[src/rtl/mod9_seq_monitor.sv]
// Sequence checker for a mod-MOD counter: locks on 0, counts wraps, flags and counts errors.
// Optional MOD9_MON_CAPTURE_EN adds err_got/err_exp capture of the first error.
module mod9_seq_monitor #(
    parameter int unsigned MOD     = 9,
    parameter int unsigned W       = 5,
    parameter int unsigned WRAPS_W = 8,
    parameter int unsigned ERRS_W  = 4
) (
    input  logic               clk,
    input  logic               rst,
    input  logic               cnt_valid,
    input  logic [W-1:0]       cnt_in,
    input  logic               clr,
    output logic               locked,
    output logic               wrap_pulse,
    output logic [WRAPS_W-1:0] wraps,
    output logic               err_pulse,
    output logic               err_sticky,
    output logic [ERRS_W-1:0]  err_cnt
`ifdef MOD9_MON_CAPTURE_EN
    ,
    output logic [W-1:0]       err_got,
    output logic [W-1:0]       err_exp
`endif
);

    typedef enum logic [0:0] {StSearch, StLock} state_t;

    localparam logic [W-1:0] LastVal = W'(MOD - 1);
    localparam logic [W-1:0] FirstExp = (MOD > 1) ? W'(1) : '0;

    state_t              state_q, state_d;
    logic [W-1:0]        exp_q, exp_d;
    logic [WRAPS_W-1:0]  wraps_q, wraps_d;
    logic [ERRS_W-1:0]   err_cnt_q, err_cnt_d;
    logic                err_sticky_q, err_sticky_d;
    logic                wrap_pulse_q, err_pulse_q;
    logic                wrap_ev, err_ev;

    always_comb begin
        state_d      = state_q;
        exp_d        = exp_q;
        wrap_ev      = 1'b0;
        err_ev       = 1'b0;
        if (cnt_valid) begin
            unique case (state_q)
                StSearch: begin
                    if (cnt_in == '0) begin
                        state_d = StLock;
                        exp_d   = FirstExp;
                    end else if (32'(cnt_in) >= MOD) begin
                        err_ev = 1'b1;
                    end
                end
                StLock: begin
                    if (cnt_in == exp_q) begin
                        exp_d = (exp_q == LastVal) ? '0 : exp_q + W'(1);
                        wrap_ev = (cnt_in == LastVal);
                    end else begin
                        // Offending sample is dropped; relock needs a fresh 0.
                        err_ev  = 1'b1;
                        state_d = StSearch;
                        exp_d   = '0;
                    end
                end
                default: begin
                    state_d = StSearch;
                    exp_d   = '0;
                end
            endcase
        end

        wraps_d      = wraps_q + WRAPS_W'(wrap_ev);
        err_sticky_d = err_sticky_q | err_ev;
        err_cnt_d    = err_cnt_q;
        if (err_ev && (err_cnt_q != '1)) begin
            err_cnt_d = err_cnt_q + ERRS_W'(1);
        end
        if (clr) begin
            wraps_d      = '0;
            err_sticky_d = 1'b0;
            err_cnt_d    = '0;
        end
    end

    always_ff @(posedge clk) begin
        if (rst) begin
            state_q      <= StSearch;
            exp_q        <= '0;
            wraps_q      <= '0;
            err_cnt_q    <= '0;
            err_sticky_q <= 1'b0;
            wrap_pulse_q <= 1'b0;
            err_pulse_q  <= 1'b0;
        end else begin
            state_q      <= state_d;
            exp_q        <= exp_d;
            wraps_q      <= wraps_d;
            err_cnt_q    <= err_cnt_d;
            err_sticky_q <= err_sticky_d;
            wrap_pulse_q <= wrap_ev;
            err_pulse_q  <= err_ev;
        end
    end

    assign locked     = (state_q == StLock);
    assign wrap_pulse = wrap_pulse_q;
    assign wraps      = wraps_q;
    assign err_pulse  = err_pulse_q;
    assign err_sticky = err_sticky_q;
    assign err_cnt    = err_cnt_q;

`ifdef MOD9_MON_CAPTURE_EN
    logic [W-1:0] err_got_q, err_exp_q;

    // Only the first error since reset/clear is recorded.
    always_ff @(posedge clk) begin
        if (rst || clr) begin
            err_got_q <= '0;
            err_exp_q <= '0;
        end else if (err_ev && !err_sticky_q) begin
            err_got_q <= cnt_in;
            err_exp_q <= exp_q;
        end
    end

    assign err_got = err_got_q;
    assign err_exp = err_exp_q;
`endif

endmodule

[config.mk]
export PLATFORM = sky130hd
export DESIGN_NAME = mod9_seq_monitor
export DESIGN_NICKNAME = d
export VERILOG_FILES = /design/src/rtl/mod9_seq_monitor.sv
export SDC_FILE = /design/constraint.sdc
export NUM_CORES = 1
export LEC_CHECK = 0
export ABC_CLOCK_PERIOD_IN_PS = 5000
export CORE_ASPECT_RATIO = 2
export CORE_MARGIN = 5
export CORE_UTILIZATION = 40
export CTS_BUF_LIST = sky130_fd_sc_hd__clkbuf_8
export CTS_CLUSTER_SIZE = 16
export DETAILED_ROUTE_END_ITERATION = 10
export PLACE_DENSITY = 0.69
export SYNTH_ARGS = -nofsm -noshare
export SYNTH_HDL_FRONTEND = slang
export SYNTH_SLANG_ARGS = --single-unit
[constraint.sdc]
create_clock -name clk -period 5 [get_ports clk]
set_input_delay 1 -clock clk [delete_from_list [all_inputs] [get_ports clk]]
set_output_delay 1 -clock clk [all_outputs]
set_load 0.02 [all_outputs]
==> impl_results.md <==
* Status: completed
* Root Buffer Master: clkbuf_8
* Top FF cell, synth: dfxtp_1
* Dpl cells at between 150 and 200
* Vias post-DR at between 900 and 1,000
* Dpl cell area at 1324 um^2
* Hold Fails Final Rpt at 0
* Fin. max-slew vios at 0
* Clk pwr share at 35.1%
* Reg clk slew, reported paths at roughly 0.070 ns
* CTS Hold Bufs at 0
* Combinational Power Share at 9.2%
* Async S/R FF share, synth at 0%
* FMAX at about 330 MHz
* Crit start category: primary input
* EDFF count, synth at 0
* Synth Area per Inst at 8.862 um^2
* Drc violations at 0
* CP endpoint kind: register
* Crit Path Class: in -> reg
* CTS Buf Count at 3
* Count of cell types in the netlist at 40
* Area of the die at just under 4000 um^2
* Vias in the first global route at 906
* NetSw at just under 0.07 mW
* IO Port Bufs at 24
* RSZ-0062 raised after global routing: false
* Core Util, Final at a little over half
* RePlAce Congestion at about 0.93
* First-pass GRT wire length at around 3700 um
* Row count at 26
* Met2 wire len at approximately 1200 um
* Final std cells w/o fill at between 150 and 200
* Drt wl/cell at around 13 um
* Pwr Density at approximately 220 nW/um^2
* Clk_lat worst skew at around 0.26 ns
* Initial DRC count at 14
* Internal Power at approximately 0.24 mW
* VDD IR max at between 0.0001 and 0.00015 V
* Drt pass-1 iters at 4
* Wl on met1 at 870 um
* FF+latch count, synth at 21
* Clock H-tree levels at 1
* Finished Cell Area at 1369 um^2
* Tcrit/Tclk final at about three fifths
* Max Cap Viol at 0
* Setup TNS at 0 ns
* Pin count of the biggest net entering global routing at 12
* Final Skew at ~0.0057 ns
* Initial antenna violation count at 0
* Final Power at 0.3056 mW
* Critical Path AT at 3.14 ns
* Layout Nets at 160
* Register area share after synthesis at 39.21%
* Share of cells above drive strength 1 at 4.138%
* Switch share at roughly 22%
* Core area at between 2000 and 3000 um^2
* N_diodes at 0
* Die H at 83.22 um
* Clock Path Buffers at 2
* DIE WIDTH at 46.61 um
* Post-DP HPWL at approximately 1800 um
* Slew headroom at ~71%
* Hold crit path type: reg -> reg
* Syn_nets at 135
* Number of cells produced by synthesis at approximately 120
* Clk sinks at 21
* Endpoints failing setup at 0
* Post-route ant nets at 0
* Post-CTS sizing at 0
* Min Tclk post-route at between 3 and 4 ns
* Yosys Warn Count at 0
* Leakage at around 0.46 nW
* Vias/cell at approximately 5.5
* Initial core utilization at 41.72%
* Mapped cell area at approximately 1100 um^2
* Crit path max fanout at 4
* CTS tree: done
* Post-CTS setup buffers at 0
* Total track usage at 12.38%
* Metal3 WL at around 140 um
* Layout area overhead at 27.65%
* GR Overflow Total at 0
* Fillers at between 200 and 300
* Sequential Power Share at 55.7%
* Max layer used: met4
* Worst Tran Pin Value at roughly 0.43 ns
* Total wire length at about 2200 um
* CP required at slightly above 5 ns
* IO Count at 25
## stage by stage
step,hold WS (ns),setup WS (ns)
final,0.4760,1.991
after global routing,0.5231,1.844
after CTS,0.4865,1.976
after detailed placement,0.4690,1.707
after global placement,0.4538,1.808
after floorplan,0.4794,2.390
## worst max-delay path, cell delays in order
cell and delay, ns:
clkdlybuf4s50_1 0.53, xnor2_1 0.13, nand3_1 0.15, or2_1 0.30
nor3_1 0.27, ha_1 0.27, nand2_1 0.07, nor2_1 0.15
nand2_1 0.09, xor2_1 0.13, nor2_1 0.05
## sequential cells by signal, summed over array words and instances, names as in the netlist
signal / cells
wrap_pulse: 1
locked: 1
err_pulse: 1
wraps: 8
err_sticky: 1
exp_q: 5
err_cnt: 4
## kinds of logic after synthesis
logic type               share of synthesized area, %
flip-flops                                      39.21
buffers and inverters                           3.617
adder cells (fa/ha/maj)                         5.834
AO/OA/AOI/OAI                                   15.05
XOR/XNOR                                        9.802
AND/OR/NAND/NOR                                 26.49
## placed cells by master (no fill, tap or decap), types with 2 or more instances in the layout
cell             netlist  layout
xnor2_1                8       8
a21oi_1                6       6
or2_1                  2       2
clkbuf_8               0       3
nor2_1                15      15
nand4_1                3       3
nand3_1                6       6
xor2_1                 4       4
nor3_1                 4       4
nand2b_1               3       3
ha_1                   5       5
nand2_1                9       9
and4b_1                2       2
dfxtp_1               21      21
o2bb2ai_1              3       3
clkdlybuf4s50_1        0      24
inv_1                  4       5
## Yosys cell counts (3+ instances only)
cell       instances  area, um^2
nor2_1            15       56.30
nand2_1            9       33.78
a21oi_1            6       30.03
nand3_1            6       30.03
dfxtp_1           21       420.4
xor2_1             4       35.03
nand2b_1           3       18.77
nor3_1             4       20.02
o2bb2ai_1          3       26.28
ha_1               5       62.56
nand4_1            3       18.77
inv_1              4       15.01
xnor2_1            8       70.07
## power by group through the flow
stage               Clock (mW)  Combinational [mW]  Sequential [mW]
floorplan                    0              0.0141            0.176
global placement             0              0.0278            0.174
detailed placement           0              0.0282            0.174
CTS                      0.111              0.0283            0.170
global route             0.117              0.0305            0.170
finish                   0.107              0.0281            0.170
## per-layer routing
metal	global-route usage [%]	vias to the layer above
met4	6.801	0
met5	0	-
li1	-	480
met3	1.299	4
met2	21.48	24
met1	13.47	442
## final cells by class
| cell class | count | area (um^2) | area share [%] |
|---|---|---|---|
| sequential | 21 | 420.4 | 30.71 |
| clock inverter | 1 | 3.754 | 0.2742 |
| inverter | 4 | 15.01 | 1.097 |
| multi-input combinational | 92 | 613.1 | 44.79 |
| clock buffer | 3 | 41.29 | 3.016 |
| tap | 28 | 35.03 | 2.559 |
| timing repair buffer | 24 | 240.2 | 17.55 |
## final timing paths
kind,end,cells past startpoint,startpoint,slack [ns]
min reg2reg,err_sticky,2,err_sticky,0.48
max,wraps[7],11,cnt_in[3],1.99
max reg2reg,wraps[7],10,exp_q[3],2.85
min,err_sticky,2,err_sticky,0.48
Note: power is estimated with default switching activity, not from simulation.
